**src/rtl/router_tx.sv**
```systemverilog
// Burst transmitter: stages producer words in a small FIFO and drives them into a router source port.
// Latency: a word accepted into an empty FIFO is presented on the second cycle after acceptance; src_ready_o drops when FIFO full or burst quota met.

// Staging FIFO: registered full/empty from an occupancy counter; read data is combinational from the head.
module router_tx_fifo #(
    parameter int WIDTH = 16,
    parameter int DEPTH = 4
) (
    input  logic             clk,
    input  logic             reset,
    input  logic             push_i,
    input  logic [WIDTH-1:0] push_dat_i,
    input  logic             pop_i,
    output logic [WIDTH-1:0] pop_dat_o,
    output logic             full_o,
    output logic             empty_o
);
    localparam int AW = $clog2(DEPTH);

    logic [WIDTH-1:0] mem_q [DEPTH];
    logic [AW-1:0]    wr_ptr_q, rd_ptr_q;
    logic [AW:0]      count_q;

    always_ff @(posedge clk) begin
        if (reset) begin
            wr_ptr_q <= '0;
            rd_ptr_q <= '0;
            count_q  <= '0;
        end else begin
            if (push_i) wr_ptr_q <= wr_ptr_q + 1'b1;
            if (pop_i)  rd_ptr_q <= rd_ptr_q + 1'b1;
            if (push_i && !pop_i)      count_q <= count_q + 1'b1;
            else if (pop_i && !push_i) count_q <= count_q - 1'b1;
        end
    end

    always_ff @(posedge clk) begin
        if (push_i) mem_q[wr_ptr_q] <= push_dat_i;
    end

    assign pop_dat_o = mem_q[rd_ptr_q];
    assign full_o    = (count_q == (AW+1)'(DEPTH));
    assign empty_o   = (count_q == '0);
endmodule

module router_tx #(
    parameter int DATA_WIDTH = 16,
    parameter int FIFO_DEPTH = 4,
    parameter int LEN_WIDTH  = 8
) (
    input  logic                  clk,
    input  logic                  reset,
    input  logic                  cfg_valid_i,
    input  logic [3:0]            cfg_mode_i,
    input  logic [LEN_WIDTH-1:0]  cfg_len_i,
    output logic                  cfg_ready_o,
    input  logic [DATA_WIDTH-1:0] src_data_i,
    input  logic                  src_valid_i,
    output logic                  src_ready_o,
    output logic [DATA_WIDTH-1:0] router_data_o,
    output logic                  router_enable_o,
    output logic [3:0]            router_mode_o,
    output logic                  busy_o,
    output logic                  done_o
);
    typedef enum logic [1:0] {IDLE, SEND, DONE} state_t;

    state_t                state_q, state_d;
    logic [3:0]            mode_q, mode_d;
    logic [LEN_WIDTH-1:0]  len_q, len_d;
    logic [LEN_WIDTH-1:0]  acc_q, acc_d;
    logic [LEN_WIDTH-1:0]  sent_q, sent_d;
    logic [DATA_WIDTH-1:0] out_dat_q;
    logic                  out_vld_q;

    logic                  fifo_full, fifo_empty;
    logic [DATA_WIDTH-1:0] fifo_dat;
    logic                  cfg_hs, src_hs, pop, last_pop;

    assign cfg_hs   = cfg_valid_i && (state_q == IDLE);
    assign src_hs   = src_valid_i && src_ready_o;
    assign pop      = (state_q == SEND) && !fifo_empty;
    assign last_pop = ((sent_q + 1'b1) == len_q);

    router_tx_fifo #(
        .WIDTH (DATA_WIDTH),
        .DEPTH (FIFO_DEPTH)
    ) u_fifo (
        .clk        (clk),
        .reset      (reset),
        .push_i     (src_hs),
        .push_dat_i (src_data_i),
        .pop_i      (pop),
        .pop_dat_o  (fifo_dat),
        .full_o     (fifo_full),
        .empty_o    (fifo_empty)
    );

    always_ff @(posedge clk) begin
        if (reset) state_q <= IDLE;
        else       state_q <= state_d;
    end

    always_comb begin
        state_d = state_q;
        case (state_q)
            IDLE:    if (cfg_hs) state_d = (cfg_len_i != '0) ? SEND : DONE;
            SEND:    if (pop && last_pop) state_d = DONE;
            DONE:    state_d = IDLE;
            default: state_d = IDLE;
        endcase
    end

    // Handshake readiness follows the reset state while reset is held.
    always_comb begin
        cfg_ready_o = reset || (state_q == IDLE);
        src_ready_o = !reset && (state_q == SEND) && !fifo_full && (acc_q < len_q);
        busy_o      = (state_q != IDLE);
        done_o      = (state_q == DONE);
    end

    always_comb begin
        mode_d = mode_q;
        len_d  = len_q;
        acc_d  = acc_q;
        sent_d = sent_q;
        if (cfg_hs) begin
            mode_d = cfg_mode_i;
            len_d  = cfg_len_i;
            acc_d  = '0;
            sent_d = '0;
        end else begin
            if (src_hs) acc_d  = acc_q + 1'b1;
            if (pop)    sent_d = sent_q + 1'b1;
        end
    end

    always_ff @(posedge clk) begin
        if (reset) begin
            mode_q    <= '0;
            len_q     <= '0;
            acc_q     <= '0;
            sent_q    <= '0;
            out_dat_q <= '0;
            out_vld_q <= 1'b0;
        end else begin
            mode_q    <= mode_d;
            len_q     <= len_d;
            acc_q     <= acc_d;
            sent_q    <= sent_d;
            out_vld_q <= pop;
            if (pop) out_dat_q <= fifo_dat;
        end
    end

    assign router_data_o   = out_dat_q;
    assign router_enable_o = out_vld_q;
    assign router_mode_o   = mode_q;
endmodule

```
**config.mk**
```make
export PLATFORM = sky130hd
export DESIGN_NAME = router_tx
export DESIGN_NICKNAME = d
export VERILOG_FILES = /design/src/rtl/router_tx.sv
export SDC_FILE = /design/constraint.sdc
export NUM_CORES = 1
export LEC_CHECK = 0
export CAP_MARGIN = 10
export CELL_PAD_IN_SITES_DETAIL_PLACEMENT = 0
export CELL_PAD_IN_SITES_GLOBAL_PLACEMENT = 1
export CORE_UTILIZATION = 40
export CTS_BUF_LIST = sky130_fd_sc_hd__clkbuf_8
export DETAILED_ROUTE_END_ITERATION = 6
export PLACE_DENSITY = 0.79
export SETUP_SLACK_MARGIN = 0.5
export SYNTH_ARGS = -nofsm -noshare
export SYNTH_HDL_FRONTEND = slang
export SYNTH_SLANG_ARGS = --single-unit
```
**constraint.sdc**
```tcl
create_clock -name clk -period 8.55 [get_ports clk]
set_input_delay 0.855 -clock clk [delete_from_list [all_inputs] [get_ports clk]]
set_output_delay 0.855 -clock clk [all_outputs]
set_load 0.02 [all_outputs]
```
==> summary.txt <==
Status
  • Status: complete, no violations

Logic synthesis
  • Synth Cell Area: 0.00494 mm2
  • Synth Area per Inst: 12.0 um2
  • Cell variety after synth: 41
  • #FFs+latches synth: 118
  • Synth Instances: 411
  • Dominant synthesized flop cell: edfxtp_1
  • Seq/Total Area, Yosys: 0.607
  • Warnings, synthesis: 0
  • Synthesized net count: 458
  • Ys async rst share: 0
  • Post-synth EDFFs: 64

Drt
  • Remaining antenna violation count after routing: 0
  • Number of DRC markers in iteration 0: 145
  • Vias: 3204
  • Drc violations: 0
  • Detailed Route WL: 10.0 mm
  • WL/cell: 15.9 um
  • Via density: 5.08
  • DR pass1 iterations: 4

Critical path
  • R2r startpoint: len_q[7]$_SDFFE_PP0P_
  • Critical path depth: 7
  • Worst R2R Setup Slack: 5.07 ns
  • Worst Path Max Fanout: 48
  • Worst Reg-to-Reg Cells: 12
  • WP buf/inv: 3
  • Cell mode on critical path: clkdlybuf4s50_1
  • Setup CP Type: in -> out
  • Max incr delay on CP: 0.61 ns
  • Reg2reg end: u_fifo.count_q[2]$_SDFFE_PP0P_
  • Slowest-stage cell, CP: clkdlybuf4s50_1
  • Type of origin of the critical path: input port
  • Crit path cell chain: clkdlybuf4s50_1 > buf_4 > or4b_1 > a221o_1 > a41o_1 > nor2_1 > clkdlybuf4s50_1
  • Worst EP arrival: 3.54 ns
  • Critical path required time: 7.70 ns
  • Endpoint class of the critical path: primary output
  • Crit path max-delay family: buffers and inverters

Global route
  • GRT Util Overall: 0.169
  • Initial antenna violation count: 0
  • Grt total ovfl: 0
  • Vias in the first global route: 3215
  • Global-route wire length before repair: 16.2 mm
  • Largest net degree at the start of global routing: 49

Final layout
  • Fin nets: 518
  • Storage element area: 0.00300 mm2
  • Fill cells: 1094
  • Synth-to-Final Area Change: 22.0%
  • Share of layout cells above drive strength 1: 0.107
  • Final Util: 0.502
  • Multi-input gate area: 0.00182 mm2
  • Cell area after layout: 0.00603 mm2
  • Antenna Cells: 0
  • Non-Filler Instances: 631

Min path
  • WHS Path Cells: 2
  • Hold Path End: router_mode_o[2]$_SDFFE_PP0P_
  • Hold Crit Class: reg -> reg
  • Hold wc startpoint: router_mode_o[2]$_SDFFE_PP0P_

Timing
  • Count of final setup violators: 0
  • Final Slew Violations: 0
  • Final period util: 0.514
  • Final hold vios: 0
  • Max Clock Skew: 0.00694 ns
  • Slew margin rel.: 0.406
  • FMAX: 0.227 GHz
  • Setup TNS: 0 ns
  • Min cycle time layout: 4.40 ns
  • RSZ-0062 raised after global routing: false
  • Slew at the pin closest to its max-slew limit: 0.890 ns
  • Post-route setup slack: 4.15 ns

Clocking
  • Clock net sink count: 118
  • Clk_lat worst skew: 0.43 ns
  • CTS H-Tree Depth: 4
  • Setup bufs post-CTS: 0
  • Root buffer cell: clkbuf_8
  • Bufs on Longest Clock Path: 2
  • Clock Pin Slew Worst Setup and Hold Paths: 0.06 ns
  • CTS tree: yes
  • Hold-fix buffers, CTS: 0
  • TritonCTS Buffers: 17
  • CTS resizes: 0

Power and ir drop
  • Pwr per Cell Area: 225 mW/mm2
  • Static leakage: 2.04 nW
  • IR drop worst, VDD: 125 uV

Floorplan
  • I/O pin count: 57
  • Initial core utilization: 0.412
  • Core box area: 0.0120 mm2
  • Die width: 113 um
  • Die area: 0.0128 mm2
  • Die height: 113 um
  • Num rows: 40

Flow run
  • Max cap viols: 0

Placed design
  • IO Port Bufs: 56
  • HPWL Detailed: 6.49 mm
  • Post-DP Area: 0.00563 mm2
  • GP Congestion: 0.743
  • Inst Count DP: 598
  • Setup WS pre-CTS: 4.02 ns
==> logic make-up after synthesis <==
logic type,synth area share
and+or+nand+nor,0.144
DFF,0.607
AOI/OAI and AO/OA,0.0529
buffers and inverters,0.0266
muxes,0.0911
xor gates and xnor gates,0.0390
adders and majority gates,0.0395
==> placed cells by master, fill, tap and decap left out, types with 5 or more instances in the layout <==
cell | Yosys | routed
nor2_1 | 23 | 23
or3_1 | 6 | 6
and2_1 | 5 | 5
dfxtp_1 | 54 | 54
xor2_1 | 9 | 9
nand2_1 | 80 | 80
nand4_1 | 6 | 6
edfxtp_1 | 64 | 64
mux4_2 | 16 | 16
a21oi_1 | 34 | 34
inv_1 | 13 | 18
clkdlybuf4s50_1 | 0 | 56
o21ai_0 | 5 | 5
nor3_1 | 10 | 10
xnor2_1 | 13 | 13
ha_1 | 14 | 14
mux2i_1 | 9 | 9
clkbuf_8 | 0 | 17
==> worst reg2reg max path, delay by kind of cell, from the launching register on <==
kind | cells | cell delay (ns)
AND/OR/NAND/NOR | 3 | 1.14
XOR/XNOR | 1 | 0.17
flip-flops | 1 | 0.37
buffers and inverters | 2 | 0.12
adder cells (fa/ha/maj) | 3 | 0.79
AO/OA/AOI/OAI | 3 | 0.80
==> Yosys cell counts (2+ instances only) <==
master	instances	area (um2)
mux4_2	16	360
nand3_1	3	15.0
or2_2	2	12.5
inv_1	13	48.8
mux2i_1	9	90.1
nor2b_1	2	12.5
ha_1	14	175
xor2_1	9	78.8
nand2_1	80	300
nand2b_1	3	18.8
nor2_1	23	86.3
nor4_1	3	18.8
dfxtp_1	54	1080
a21oi_1	34	170
xnor2_1	13	114
clkbuf_1	13	48.8
buf_2	3	15.0
o21ai_0	5	25.0
and2_1	5	31.3
nand4_1	6	37.5
and3_1	3	18.8
buf_1	2	7.51
nor3_1	10	50.1
or3_1	6	37.5
edfxtp_1	64	1920
==> where the power goes <==
group | switching, mW | leakage (nW) | internal [mW]
clock | 0.215 | 0.213 | 0.280
sequential | 0.0284 | 1.01 | 0.624
combinational | 0.107 | 0.812 | 0.102
total | 0.350 | 2.04 | 1.01
==> worst max path at each step <==
stage           from                              to  slack, ns
3_5_place_dp   reset  u_fifo.count_q[2]$_SDFFE_PP0P_       4.02
5_1_grt        reset                     src_ready_o       4.05
3_3_place_gp   reset  u_fifo.count_q[2]$_SDFFE_PP0P_       4.10
4_1_cts        reset                     src_ready_o       4.14
6_report       reset                     src_ready_o       4.15
2_1_floorplan  reset  u_fifo.count_q[2]$_SDFFE_PP0P_       5.02
==> routing by layer <==
| layer | vias to the layer above | global-route usage | share of wire |
|---|---|---|---|
| met4 | 0 | 0.0711 | 0.014 |
| met2 | 73 | 0.288 | 0.49 |
| li1 | 1581 | - | - |
| met1 | 1537 | 0.204 | 0.45 |
| met3 | 13 | 0.0455 | 0.044 |
| met5 | - | 0 | 0 |
==> state kept, by name, summed over array words and instances (netlist names) <==
signal           count
sent_q               8
u_fifo.mem_q        64
u_fifo.count_q       3
router_enable_o      1
u_fifo.rd_ptr_q      2
router_data_o       16
acc_q                8
router_mode_o        4
u_fifo.wr_ptr_q      2
state_q              2
len_q                8
==> area by class of cell <==
cell class                 instances  share of cell area
tap                              147              0.0305
sequential                       118               0.498
timing repair buffer              60              0.0991
multi-input combinational        261               0.301
clock inverter                    15              0.0247
clock buffer                      17              0.0388
inverter                          13             0.00809
==> per-stage QoR <==
stage,power [mW],hold WS [ns]
6_report,1.36,0.456
5_1_grt,1.42,0.476
4_1_cts,1.37,0.460
3_5_place_dp,0.872,0.450
3_3_place_gp,0.865,0.443
2_1_floorplan,0.790,0.447
(Power assumes the default switching activity.)
